**src/rtl/iob_regfile_wr_ctrl.sv**
```systemverilog
// Write sequencer for the register-file write port: turns one command into a
// run of consecutive writes, either from a data stream or repeating a fill value.
module iob_regfile_wr_ctrl #(
    parameter int ADDR_W = 3,
    parameter int DATA_W = 21
) (
    input  logic              clk_i,
    input  logic              arst_n_i,
    input  logic              cke_i,
    input  logic              cmd_valid_i,
    output logic              cmd_ready_o,
    input  logic [ADDR_W-1:0] cmd_addr_i,
    input  logic [ADDR_W:0]   cmd_len_i,
    input  logic              cmd_fill_i,
    input  logic [DATA_W-1:0] fill_data_i,
    input  logic              data_valid_i,
    output logic              data_ready_o,
    input  logic [DATA_W-1:0] data_i,
    output logic              w_cke_o,
    output logic [ADDR_W-1:0] w_addr_o,
    output logic [DATA_W-1:0] w_data_o,
    output logic              busy_o,
    output logic              done_o
);

    typedef enum logic [1:0] {IDLE, STREAM, FILL, DONE} state_t;

    localparam logic [ADDR_W:0] LEN_ONE = (ADDR_W + 1)'(1);

    state_t              state;
    logic [ADDR_W-1:0]   addr;
    logic [ADDR_W:0]     remaining;
    logic [DATA_W-1:0]   fill_val;

    // Handshake readiness depends on state alone, so no input-to-output paths.
    assign cmd_ready_o  = (state == IDLE);
    assign data_ready_o = (state == STREAM);
    assign busy_o       = (state != IDLE);

    // NOTE: sequential state uses non-blocking assignments so every register
    // samples the pre-edge values, independent of statement order.
    always_ff @(posedge clk_i or negedge arst_n_i) begin
        if (!arst_n_i) begin
            state     <= IDLE;
            addr      <= '0;
            remaining <= '0;
            fill_val  <= '0;
            w_cke_o   <= 1'b0;
            w_addr_o  <= '0;
            w_data_o  <= '0;
            done_o    <= 1'b0;
        end else if (cke_i) begin
            // Strobe and done default low; address/data hold their last write.
            w_cke_o <= 1'b0;
            done_o  <= 1'b0;
            case (state)
                IDLE: begin
                    if (cmd_valid_i) begin
                        addr      <= cmd_addr_i;
                        remaining <= cmd_len_i;
                        fill_val  <= fill_data_i;
                        if (cmd_len_i == '0) begin
                            state  <= DONE;
                            done_o <= 1'b1;
                        end else begin
                            state <= cmd_fill_i ? FILL : STREAM;
                        end
                    end
                end
                STREAM: begin
                    if (data_valid_i) begin
                        w_cke_o   <= 1'b1;
                        w_addr_o  <= addr;
                        w_data_o  <= data_i;
                        addr      <= addr + 1'b1;
                        remaining <= remaining - 1'b1;
                        if (remaining == LEN_ONE) begin
                            state  <= DONE;
                            done_o <= 1'b1;
                        end
                    end
                end
                FILL: begin
                    w_cke_o   <= 1'b1;
                    w_addr_o  <= addr;
                    w_data_o  <= fill_val;
                    addr      <= addr + 1'b1;
                    remaining <= remaining - 1'b1;
                    if (remaining == LEN_ONE) begin
                        state  <= DONE;
                        done_o <= 1'b1;
                    end
                end
                DONE:    state <= IDLE;
                default: state <= IDLE;
            endcase
        end
    end

endmodule
```
**config.mk**
```make
export PLATFORM = sky130hd
export DESIGN_NAME = iob_regfile_wr_ctrl
export DESIGN_NICKNAME = d
export VERILOG_FILES = /design/src/rtl/iob_regfile_wr_ctrl.sv
export SDC_FILE = /design/constraint.sdc
export NUM_CORES = 1
export LEC_CHECK = 0
export CAP_MARGIN = 10
export CORE_MARGIN = 8
export CORE_UTILIZATION = 42
export CTS_CLUSTER_SIZE = 12
export DETAILED_ROUTE_END_ITERATION = 10
export HOLD_SLACK_MARGIN = 0.06
export PLACE_DENSITY_LB_ADDON = 0.12
export SYNTH_ARGS = -nofsm -noshare
export SYNTH_HDL_FRONTEND = slang
export SYNTH_SLANG_ARGS = --single-unit
```
**constraint.sdc**
```tcl
create_clock -name clk_i -period 1.7 [get_ports clk_i]
set_input_delay 0.34 -clock clk_i [delete_from_list [all_inputs] [get_ports clk_i]]
set_output_delay 0.34 -clock clk_i [all_outputs]
set_load 0.02 [all_outputs]
```
==> run_results.csv, run 1 <==
group,metric,value,unit
outcome,outcome,"finished clean",
setup_path,cp.required,1.90,ns
pwr,p_per_area,1780,mW/mm^2
sta,fin_crit_sh,0.976,
clock_network,tritoncts,"yes",
logic_synthesis,synth_xor_area_frac,0,
sta,setup_viol,0,
cells_and_area,fin_area,0.00389,mm^2
cells_and_area,fin_cells,405,
placed_design,io_buffers,83,
logic_synthesis,synth_edf_count,0,
clock_network,post_cts_buffers,0,
logic_synthesis,ys_seq_area_frac,0.531,
cells_and_area,drive_gt1_frac,0.204,
setup_path,arrival,1.86,ns
clock_network,clk_pin_slew_worst_paths,0.10,ns
sta,whs,0.492,ns
floorplanning,dieWidth,95.2,um
placed_design,gp_congestion,0.770,
clock_network,cts_root_buf,"clkbuf_8",
routing,post-route-drc-count,0,
pwr,internal-power,4.45,mW
routing,viasPerCell,4.96,
routing,wl_per_cell,15.8,um
sta,worstMarginPinSlew,0.317,ns
clock_network,clkLatencyLatePin,0.31,ns
cells_and_area,nFillCells,501,
logic_synthesis,syn-cell-area,0.00264,mm^2
logic_synthesis,synthSimpleGateAreaFrac,0.101,
grt,grt_max_degree,57,
sta,hold_viol,0,
cells_and_area,n_antenna_cell,0,
routing,vias,2007,
pwr,total_power,6.95,mW
logic_synthesis,yosys_warnings,0,
grt,grt_pass1_wl,9970,um
setup_path,critPathKind,"flop to flop",
logic_synthesis,ys_ff_latch,56,
logic_synthesis,muxShareOfSynthArea,0.197,
logic_synthesis,synth_cell_type_count,30,
grt,grt_overflow_total,0,
pwr,switching_share,0.360,
clock_network,cts.htree.levels,2,
pwr,seqPwrFrac,0.332,
cells_and_area,mostFrequentLayoutCells,"76 x clkdlybuf4s50_1, 56 x dfrtp_1, 33 x nand2_1",
floorplanning,rows,29,
pwr,clock_power_share,0.148,
logic_synthesis,synthArstFlopShare,1.00,
pwr,power.switching,2.50,mW
logic_synthesis,synth_flop_cell,"dfrtp_1",
floorplanning,die_h,95.2,um
clock_network,cts_sinks,56,
floorplanning,core,0.00620,mm^2
placed_design,placed_cells,394,
grt,grt_usage,0.140,
routing,drtAntennaViolNets,0,
setup_path,crit_fanout,4,
placed_design,place_hpwl,4400,um
sta,rsz0062_at_grt,"yes",
logic_synthesis,synth-adder-area-share,0.0427,
cells_and_area,fin_util,0.628,
logic_synthesis,synth_compound_area_frac,0.0863,
grt,use_met3,0.0457,
floorplanning,fp.dieArea,0.00907,mm^2
setup_path,worstSetupStartpointType,"flop",
sta,period_needed,1.66,ns
flow_run,max-cap-violations,0,
sta,slew_headroom,0.788,
pwr,power.leakage,1.75,nW
clock_network,clock_path_buffers,2,
floorplanning,io_pins,84,
routing,dr.pass1.iters,4,
logic_synthesis,synthCells,228,
cells_and_area,area_growth,47.7,%
cells_and_area,layout_commonest_cell,"clkdlybuf4s50_1",
clock_network,numCtsBuffers,5,
routing,drt_wl_total,6420,um
cells_and_area,nets,391,
pwr,ir_drop,0.000899,V
grt,grt_util_met1,0.191,
sta,fmax,0.603,GHz
grt,grtUsageMet2,0.204,
floorplanning,initial_core_util,0.425,
sta,finalMaxSlewViolations,0,
setup_path,end_kind,"flop",
logic_synthesis,syn_nets,292,
placed_design,place_area,0.00368,mm^2
logic_synthesis,synth_top_family_by_area,"multiplexers",
sta,skew,0.0154,ns
routing,drt_iter0_drc,50,
grt,grt_pass1_vias,2026,
grt,antenna_found_initial,0,
logic_synthesis,syn_area_per_cell,11.6,um^2
worst_hold_path,min_path_type,"flop to flop",
pwr,p_comb_frac,0.520,
grt,grt-busiest-layer,"met2",
[cell usage after synthesis (2+ instances only)]
master / count / area share
a211o_1: 3 / 0.010
inv_1: 9 / 0.013
dfrtp_1: 56 / 0.53
nand3_1: 3 / 0.0057
ha_1: 9 / 0.043
o21ai_1: 2 / 0.0038
o31ai_1: 2 / 0.0057
nand2_1: 33 / 0.047
nand3b_1: 2 / 0.0057
o22ai_1: 3 / 0.0071
buf_2: 9 / 0.017
mux2i_1: 25 / 0.095
o21ai_0: 27 / 0.051
nand2b_1: 3 / 0.0071
mux2_2: 24 / 0.10
buf_4: 4 / 0.011
[worst max-delay path: stages (launching register included)]
cell and delay (ns):
dfrtp_1 0.38, inv_1 0.10, ha_2 0.23, mux2_2 0.37
nand2_4 0.13, mux2_2 0.34
[repair_timing]
item / in CTS / in global routing
gates resized for setup: 11 / 8
endpoints found under the setup margin: 5 / 54
pin swaps: 2 / 1
endpoints found under the hold margin: 56 / 0
hold buffers: 1 / 0
cloned: 1 / 1
[path summary, 6_finish.rpt]
kind                       depth (start not counted)   startpoint          end  slack (ns)
max                                                5     state[1]  w_addr_o[2]        0.04
min reg2reg                                        2  w_data_o[5]  w_data_o[5]        0.49
max in group asynchronous                          3     arst_n_i  fill_val[4]        0.90
min in group asynchronous                          3     arst_n_i  fill_val[0]        0.55
min                                                2  w_data_o[5]  w_data_o[5]        0.49
max reg2reg                                        5     state[1]  w_addr_o[2]        0.04
[through the flow]
step | setup WS [ns] | TNS, ns
detailed placement | -0.100 | -0.802
floorplan | -0.0160 | -0.0321
global route | -0.0202 | -0.0360
global placement | -0.0327 | -0.209
finish | 0.0413 | 0
CTS | 0.0163 | 0
[power by group through the flow]
| stage | sequential, mW | clock (mW) | combinational, mW |
|---|---|---|---|
| final | 2.31 | 1.03 | 3.62 |
| after global routing | 2.40 | 1.11 | 3.95 |
| after CTS | 2.31 | 1.06 | 3.60 |
| after detailed placement | 2.34 | 0 | 3.51 |
| after global placement | 2.32 | 0 | 3.44 |
| after floorplan | 2.60 | 0 | 1.76 |
[sequential cells by signal (all words and copies together), names as in the netlist]
register	flops
fill_val	21
w_data_o	21
remaining	4
addr	3
w_addr_o	3
state	2
done_o	1
w_cke_o	1
[area by class of cell]
| type | count | area (um^2) | share of cell area |
|---|---|---|---|
| clock buffer | 5 | 68.8 | 0.0177 |
| clock inverter | 3 | 68.8 | 0.0177 |
| inverter | 9 | 33.8 | 0.00867 |
| multi-input combinational | 151 | 1170 | 0.301 |
| sequential | 56 | 1400 | 0.360 |
| tap | 77 | 96.3 | 0.0247 |
| timing repair buffer | 104 | 1050 | 0.270 |
[kinds of logic (layout without fill, tap and decap cells)]
group,count (synthesis),count (layout)
AO/OA/AOI/OAI,40,40
adder cells (fa/ha/maj),9,9
buffers and inverters,22,121
flip-flops,56,56
multiplexers,49,49
AND/OR/NAND/NOR,52,53
[metal layers]
metal	vias to the layer above	share of wire	routed length, um
met1	942	0.46	2940
met4	0	0.011	72
met5	-	0	0
met2	66	0.44	2790
li1	992	-	-
met3	7	0.095	608
Note: power is estimated with default switching activity, not from simulation.
==> run 2: changes to the inputs <==
HOLD_SLACK_MARGIN = 0.12   (was 0.06)
SLEW_MARGIN = 20   (was not set)
==> results of run 2 <==
Final layout, timing and power as in run 1 (identical DEF).
